File: config.mk
export PLATFORM = sky130hd
export DESIGN_NAME = ps2_scan_parser_flat
export DESIGN_NICKNAME = d
export VERILOG_FILES = /design/src/rtl/ps2_scan_parser_pkg.sv /design/src/rtl/ps2_scan_parser_if.sv /design/src/rtl/ps2_scan_parser.sv /design/src/flat_wrapper.sv
export SDC_FILE = /design/constraint.sdc
export NUM_CORES = 1
export LEC_CHECK = 0
export ABC_CLOCK_PERIOD_IN_PS = 2400
export CORE_MARGIN = 4
export CORE_UTILIZATION = 50
export DETAILED_ROUTE_END_ITERATION = 6
export GPL_TIMING_DRIVEN = 0
export PLACE_DENSITY_LB_ADDON = 0.1
export SLEW_MARGIN = 20
export SYNTH_ARGS = -nofsm -noshare
export SYNTH_HDL_FRONTEND = slang
export SYNTH_SLANG_ARGS = --single-unit
File: constraint.sdc
create_clock -name clk -period 2.4 [get_ports clk]
set_input_delay 0.48 -clock clk [delete_from_list [all_inputs] [get_ports clk]]
set_output_delay 0.48 -clock clk [all_outputs]
set_load 0.005 [all_outputs]
File: src/rtl/ps2_scan_parser_pkg.sv
// Shared constants for the PS/2 scan-code parser: protocol prefixes, Shift make codes, FSM states.
package ps2_scan_parser_pkg;

  localparam logic [7:0] PS2_EXT_CODE = 8'hE0;
  localparam logic [7:0] PS2_BRK_CODE = 8'hF0;
  localparam logic [7:0] SHIFT_L_CODE = 8'h12;
  localparam logic [7:0] SHIFT_R_CODE = 8'h59;

  typedef enum logic [1:0] {
    ST_IDLE = 2'd0,
    ST_POP  = 2'd1,
    ST_GAP  = 2'd2
  } ps2_state_t;

  function automatic logic is_prefix(input logic [7:0] b);
    return (b == PS2_EXT_CODE) || (b == PS2_BRK_CODE);
  endfunction

endpackage

File: src/rtl/ps2_scan_parser_if.sv
// Receiver-FIFO read port: the FIFO (master) presents bytes, the parser (slave) pops them.
interface ps2_scan_parser_if;
  logic       ps2_ready;
  logic [7:0] ps2_data;
  logic       ps2_overflow;
  logic       ps2_nextdata_n;

  modport master (output ps2_ready, output ps2_data, output ps2_overflow, input ps2_nextdata_n);
  modport slave  (input ps2_ready, input ps2_data, input ps2_overflow, output ps2_nextdata_n);
endinterface

File: src/rtl/ps2_scan_parser.sv
// Pops PS/2 bytes, strips E0/F0 prefixes, tracks Shift, suppresses typematic repeats and
// presents held-key level, new-key strobe, make code and press count to the ASCII decoder.
module ps2_scan_parser
  import ps2_scan_parser_pkg::*;
#(
  parameter int         CNT_W   = 8,
  parameter logic [7:0] SHIFT_L = SHIFT_L_CODE,
  parameter logic [7:0] SHIFT_R = SHIFT_R_CODE
) (
  input  logic              clk,
  input  logic              clrn,
  ps2_scan_parser_if.slave  fifo,
  output logic              key_ready,
  output logic              key_strobe_n,
  output logic [7:0]        scan_code,
  output logic              key_ext,
  output logic              combination,
  output logic [CNT_W-1:0]  key_count
);

  ps2_state_t state;
  logic [7:0] byte_r;
  logic       nextdata_n;
  logic       ext_f;
  logic       brk_f;
  logic       shift_l;
  logic       shift_r;
  logic       is_shift_l;
  logic       is_shift_r;
  logic       is_held;

  assign fifo.ps2_nextdata_n = nextdata_n;

  // Extended Shift codes (E0 12 / E0 59) are ordinary keys, not modifiers.
  assign is_shift_l = !ext_f && (byte_r == SHIFT_L);
  assign is_shift_r = !ext_f && (byte_r == SHIFT_R);
  assign is_held    = (byte_r == scan_code) && (ext_f == key_ext);

  // Byte capture: data only, qualified by the IDLE-state pop decision.
  always_ff @(posedge clk) begin
    if (state == ST_IDLE && fifo.ps2_ready) byte_r <= fifo.ps2_data;
  end

  // Control FSM: IDLE latches a byte, POP strobes the FIFO and classifies, GAP lets the FIFO settle.
  always_ff @(posedge clk or negedge clrn) begin
    if (!clrn) begin
      state        <= ST_IDLE;
      nextdata_n   <= 1'b1;
      key_strobe_n <= 1'b1;
      key_ready    <= 1'b0;
      scan_code    <= 8'h00;
      key_ext      <= 1'b0;
      combination  <= 1'b0;
      key_count    <= '0;
      ext_f        <= 1'b0;
      brk_f        <= 1'b0;
      shift_l      <= 1'b0;
      shift_r      <= 1'b0;
    end else begin
      key_strobe_n <= 1'b1;
      case (state)
        ST_IDLE: begin
          if (fifo.ps2_overflow) begin
            ext_f <= 1'b0;
            brk_f <= 1'b0;
          end
          if (fifo.ps2_ready) begin
            state      <= ST_POP;
            nextdata_n <= 1'b0;
          end
        end
        ST_POP: begin
          nextdata_n <= 1'b1;
          state      <= ST_GAP;
          if (is_prefix(byte_r)) begin
            if (byte_r == PS2_EXT_CODE) ext_f <= 1'b1;
            else                        brk_f <= 1'b1;
          end else begin
            ext_f <= 1'b0;
            brk_f <= 1'b0;
            if (!brk_f) begin
              if (is_shift_l) begin
                shift_l     <= 1'b1;
                combination <= 1'b1;
              end else if (is_shift_r) begin
                shift_r     <= 1'b1;
                combination <= 1'b1;
              end else if (!(key_ready && is_held)) begin
                // Genuine new press; last pressed key replaces any held one.
                scan_code    <= byte_r;
                key_ext      <= ext_f;
                key_ready    <= 1'b1;
                key_strobe_n <= 1'b0;
                key_count    <= key_count + CNT_W'(1);
              end
            end else begin
              if (is_shift_l) begin
                shift_l     <= 1'b0;
                combination <= shift_r;
              end else if (is_shift_r) begin
                shift_r     <= 1'b0;
                combination <= shift_l;
              end else if (is_held) begin
                key_ready <= 1'b0;
              end
            end
          end
        end
        default: begin
          state <= ST_IDLE;
        end
      endcase
    end
  end

endmodule
File: src/flat_wrapper.sv
// flat-port wrapper written by rule: the top's interface ports become plain ports
module ps2_scan_parser_flat import ps2_scan_parser_pkg::*;
#(
  parameter int         CNT_W   = 8,
  parameter logic [7:0] SHIFT_L = SHIFT_L_CODE,
  parameter logic [7:0] SHIFT_R = SHIFT_R_CODE
)
  (clk, clrn, key_ready, key_strobe_n, scan_code, key_ext, combination, key_count, fifo_ps2_ready, fifo_ps2_data, fifo_ps2_overflow, fifo_ps2_nextdata_n);
  ps2_scan_parser_if fifo_i ();
  input  logic clk;
  input  logic clrn;
  output logic key_ready;
  output logic key_strobe_n;
  output logic [7:0] scan_code;
  output logic key_ext;
  output logic combination;
  output logic [CNT_W-1:0] key_count;
  input wire logic [$bits(fifo_i.ps2_ready)-1:0] fifo_ps2_ready;
  input wire logic [$bits(fifo_i.ps2_data)-1:0] fifo_ps2_data;
  input wire logic [$bits(fifo_i.ps2_overflow)-1:0] fifo_ps2_overflow;
  output wire logic [$bits(fifo_i.ps2_nextdata_n)-1:0] fifo_ps2_nextdata_n;
  assign fifo_i.ps2_ready = fifo_ps2_ready;
  assign fifo_i.ps2_data = fifo_ps2_data;
  assign fifo_i.ps2_overflow = fifo_ps2_overflow;
  assign fifo_ps2_nextdata_n = fifo_i.ps2_nextdata_n;
  ps2_scan_parser #(.CNT_W(CNT_W), .SHIFT_L(SHIFT_L), .SHIFT_R(SHIFT_R)) u_core (.clk(clk), .clrn(clrn), .fifo(fifo_i), .key_ready(key_ready), .key_strobe_n(key_strobe_n), .scan_code(scan_code), .key_ext(key_ext), .combination(combination), .key_count(key_count));
endmodule
After elaboration in Yosys (flattened, before gate mapping)
Cells that the tools add are included.
Widths: inputs -> output; s select.
- $add $sub $neg: 1
- eq/ne operators: 13
- mux-type cells: 36
- bitwise operators: 5
- reduce and logical (&&, ||, !) cells: 18
- operators by type and width (kind ; count):
    $mux 1 ; 31
    $eq 8x8->1 const B ; 2
    $reduce_and 3->1 ; 4
    $reduce_and 6->1 ; 2
    $add 8x1->8 const B ; 1
    $eq 8x5->1 const B ; 1
    $eq 8x7->1 const B ; 1
    $eq 8x8->1 ; 1
    $ne 2x2->1 const B ; 3
    $pmux 1 s2 ; 3
    $logic_and 1x1->1 ; 5
    $not 1->1 ; 5
    $pmux 2 s2 ; 1
    $reduce_and 4->1 ; 1
    $reduce_bool 2->1 ; 2
    $ne 3x2->1 const B ; 1
    $ne 3x3->1 const B ; 1
    $eq 2x1->1 const B ; 1
    $logic_not 2->1 ; 1
    $mux 2 ; 1
    $ne 2x1->1 const B ; 1
    $reduce_and 2->1 ; 1
    $eq 1x1->1 ; 1
    $logic_not 1->1 ; 1
    $logic_or 1x1->1 ; 1
- bits in registers: 35
- bits of input ports: 12
- output and inout port bits: 21

Depth between registers and ports, before layout
- depth after elaboration: 9
- depth in mapped cells: 6

Worst setup path before layout
Ideal clock, no wire load.
- path type: register to register
- start: register u_core.byte_r[0]
- end: register u_core.key_count[1]
- library setup time: 125 ps
- data arrival time: 1707 ps
- required time: 2275 ps
- path slack: 568 ps
- cell stages (with the launch flop): 6
- path buffers: 1
- clock period less this slack: 1832 ps
- cells stage by stage: edfxtp_1 or3_1 o211ai_4 nor2_2 buf_6 mux2_4
- longest elaborated chain between the ends: 5
- elaborated cells between the ends (all ways): 15
- RTL lines (what ; line ; text):
    start: declaration ; ps2_scan_parser.sv:22 ; logic [7:0] byte_r;
    start signal: assignment ; ps2_scan_parser.sv:41 ; if (state == ST_IDLE && fifo.ps2_ready) byte_r <= fifo.ps2_data;
    $eq 8x8->1 ; ps2_scan_parser.sv:37 ; assign is_held = (byte_r == scan_code) && (ext_f == key_ext);
    $logic_and 1x1->1 ; ps2_scan_parser.sv:37 ;
    $logic_and 1x1->1 ; ps2_scan_parser.sv:88 ; end else if (!(key_ready && is_held)) begin
    $not 1->1 (no line) ; -- ;
    $reduce_and 6->1 (no line) (*) ; -- ;
    end signal: assignment ; ps2_scan_parser.sv:94 ; key_count <= key_count + CNT_W'(1);
    end: declaration ; ps2_scan_parser.sv:18 ; output logic [CNT_W-1:0] key_count
Every way passes the cells marked *; elsewhere a longest branch is shown, timed or not.
A chain may end at the register's enable or synchronous reset.

Final worst setup path
- start: register u_core.ext_f
- end: register u_core.scan_code[4]
- longest elaborated chain between the ends: 5
- elaborated cells between the ends (all ways): 10
- RTL lines (what ; line ; text):
    start: declaration ; ps2_scan_parser.sv:24 ; logic ext_f;
    start signal: assignment ; ps2_scan_parser.sv:55 ; ext_f <= 1'b0;
    start signal: assignment ; ps2_scan_parser.sv:64 ; ext_f <= 1'b0;
    start signal: assignment ; ps2_scan_parser.sv:76 ; if (byte_r == PS2_EXT_CODE) ext_f <= 1'b1;
    $eq 1x1->1 ; ps2_scan_parser.sv:37 ;
    $logic_and 1x1->1 ; ps2_scan_parser.sv:37 ;
    $logic_and 1x1->1 ; ps2_scan_parser.sv:88 ;
    $not 1->1 (no line) ; -- ;
    $reduce_and 6->1 (no line) (*) ; -- ;
    end signal: assignment ; ps2_scan_parser.sv:90 ; scan_code <= byte_r;
    end: declaration ; ps2_scan_parser.sv:15 ; output logic [7:0] scan_code,
Marked as above.

==> impl_metrics.yaml <==
synthesis:
  synth.net_count: 134
  ys.flop_type: "dfrtp_1"
  synth.avg_cell_area_sq_um: 13.4
  yosysWarnings: 0
  yosysSeqAreaShare_pct: 56.6
  synth_top_area_cell: "dfrtp_1"
  async_reset_ff_share_pct: 77.1
  synth.area.top_cells: "dfrtp_1, edfxtp_1, mux2_4"
  syn_area_sq_um: 1620
  netlist.area_leader.share_pct: 38.6
  synth_seq_cells: 35
  syn_inst: 121
  yosysUniqueCellTypes: 40
  synth-edff-count: 8
floorplan:
  num_rows: 20
  start_util_pct: 52.7
  die-area_sq_um: 4220
  ios: 33
  coreArea_sq_um: 3080
  fp.dieW_um: 65.0
  die_y_um: 65.0
clock_tree:
  path_clk_slew_ns: 0.09
  post_cts_resized: 0
  clk_latency_ns: 0.35
  cts_hold_buf: 0
  cts-root-buf: "clkbuf_4"
  clock_path_buffers: 2
  post-cts-setup-buffers: 0
  cts_tree: "built"
  cts_htree_levels: 2
  cts_num_sinks: 35
  numCtsBuffers: 5
critical_path:
  cp.arrival_ns: 2.30
  path_depth: 6
  reg2reg_setup_slack_ns: 0.33
  slowest_delay_ns: 0.47
  startpoint: "u_core.ext_f"
  r2r-start: "u_core.ext_f"
  reg2regPathDepth: 6
  worst-endpoint-required_ns: 2.63
  r2r-end: "u_core.scan_code[4]"
  crit_path_start_kind: "register"
  cp_cell_sequence: "nor4b_2 -> a21oi_1 -> o211ai_4 -> nor2_2 -> buf_6 -> mux2_4"
  cp-endpoint: "u_core.scan_code[4]"
  critical_path_buf_inv_count: 1
  critPathTopFamily: "simple AND/OR/NAND/NOR gates"
  worstSetupPathType: "register to register"
  end_kind: "register"
  crit_slowest_cell: "dfrtp_1"
  cp_max_fo: 10
grt:
  grt_pass1_wl_mm: 5.29
  grt_max_degree: 28
  overflow: 0
  first_global_vias: 1189
  antenna_found_initial: 0
  track_usage_pct: 16.7
timing:
  rsz0062_at_grt: "no"
  worst_slew_pin_slew_ns: 0.651
  fin_skew_ns: 0.00668
  period_share_pct: 86.1
  setup_tns_ns: 0
  timing.final.max_slew_violations: 0
  fmax_ghz: 0.484
  period_minus_slack_ns: 2.07
  finalWorstSetupSlack_ns: 0.333
  max_slew_margin_pct: 56.4
  setup_viol: 0
  finalHoldViolCount: 0
power_and_ir_drop:
  p_per_area_nw_per_um2: 855
  vdd_ir_drop_max_mv: 0.480
  p_leak_nw: 0.846
  finalPower_mw: 1.75
place:
  hpwl_mm: 2.19
  gp_congestion: 0.744
  preCtsSetupSlack_ns: 0.357
  portBuffers: 32
hold_path:
  min_path_type: "input port to asynchronous set/reset pin"
route:
  drtAntennaViolNets: 0
  vias: 1089
  post-route-drc-count: 0
  viasPerCell: 5.31
  routed_wl_mm: 3.01
  drtIter0Drc: 57
  firstDrtPassIters: 4
  routedWlPerCell_um: 14.7
status:
  status: "finished, final reports clean"
final_layout:
  nNetsFinal: 173
  final_util_pct: 66.5
  diodes: 0
  layout-drive-gt1-share_pct: 16.1
  area_delta_synth_final_pct: 26.1
run:
  maxCapViolCount: 0
## synthesized netlist by cell type (2+ instances only)
cell type and number:
dfrtp_1 25, xnor2_1 9, edfxtp_1 8, mux2_4 8, nand2_1 7, xor2_1 7, nand3_1 5, inv_1 4
nor4_1 4, o21ai_0 4, nor3b_1 3, a21oi_1 2, dfstp_2 2, mux2_1 2, nand2b_1 2, nand4_1 2
nor2b_1 2, nor3_1 2, o41ai_1 2
## routing by layer
layer,GRT usage [%],vias to the layer above,share of wire (%)
li1,-,519,-
met1,19.4,533,44
met2,26.9,31,47
met3,6.59,6,6.2
met4,7.92,0,2.1
met5,0,-,0
## layout by cell type, fill, tap and decap left out, drive strengths merged, types with 3 or more instances in the layout
cell type and instances:
nor4 4, o21ai 4, clkbuf 8, inv 5
clkdlybuf4s50 31, nand2 7, dfrtp 25, edfxtp 8
mux2 11, nand3 5, nor3b 3, nor3 3
xnor2 9, xor2 7
## stage by stage
step	hold WS [ns]	instance area, sq um	instances
2_1_floorplan	0.184	1620	121
3_3_place_gp	0.456	2000	197
3_5_place_dp	0.457	2000	197
4_1_cts	0.148	2050	205
5_1_grt	0.166	2050	205
6_report	0.133	2050	205
## worst register-to-register path, delay by kind of cell, from the launching register on
kind                   cells  cell delay (ns)
and+or+nand+nor            2             0.52
muxes                      1             0.31
DFF                        1             0.47
AOI/OAI and AO/OA          2             0.49
buffers and inverters      1             0.18
## sequential cells by signal, summed over array words and instances, names as in the netlist
name	flops
u_core.key_ext	1
u_core.key_ready	1
u_core.brk_f	1
u_core.state	2
u_core.combination	1
u_core.ext_f	1
u_core.key_count	8
u_core.shift_r	1
u_core.fifo.ps2_nextdata_n	1
u_core.shift_l	1
u_core.byte_r	8
u_core.key_strobe_n	1
u_core.scan_code	8
## area by class of cell
type	instances	area [sq um]
Fill cell	266	1030
Sequential cell	35	918
Multi-Input combinational cell	80	679
Timing Repair Buffer	32	315
Tap cell	44	55.1
Clock buffer	8	48.8
Inverter	5	18.8
Buffer	1	11.3
## logic make-up (layout without fill, tap and decap cells)
group	count (synthesis)	count (layout)	share of synthesized area [%]
AO/OA/AOI/OAI	15	15	7.86
XOR/XNOR	16	16	8.64
adder cells (fa/ha/maj)	1	1	0.771
buffers and inverters	6	46	1.85
flip-flops	35	35	56.6
multiplexers	12	12	10.1
AND/OR/NAND/NOR	36	36	14.2
## worst min path at each step
stage                        start             endpoint  slack (ns)
6_report                      clrn  u_core.key_count[6]        0.13
5_1_grt                       clrn  u_core.scan_code[1]        0.17
4_1_cts                       clrn  u_core.key_count[6]        0.15
3_5_place_dp   u_core.key_count[7]  u_core.key_count[7]        0.46
3_3_place_gp   u_core.key_count[7]  u_core.key_count[7]        0.46
2_1_floorplan                 clrn         u_core.brk_f        0.18
## power breakdown
group          internal (mW)  switching, mW  total, mW
Clock                  0.117          0.185      0.301
Combinational          0.370          0.202      0.572
Sequential             0.741          0.137      0.878
Total                   1.23          0.524       1.75
Note: power is estimated with default switching activity, not from simulation.
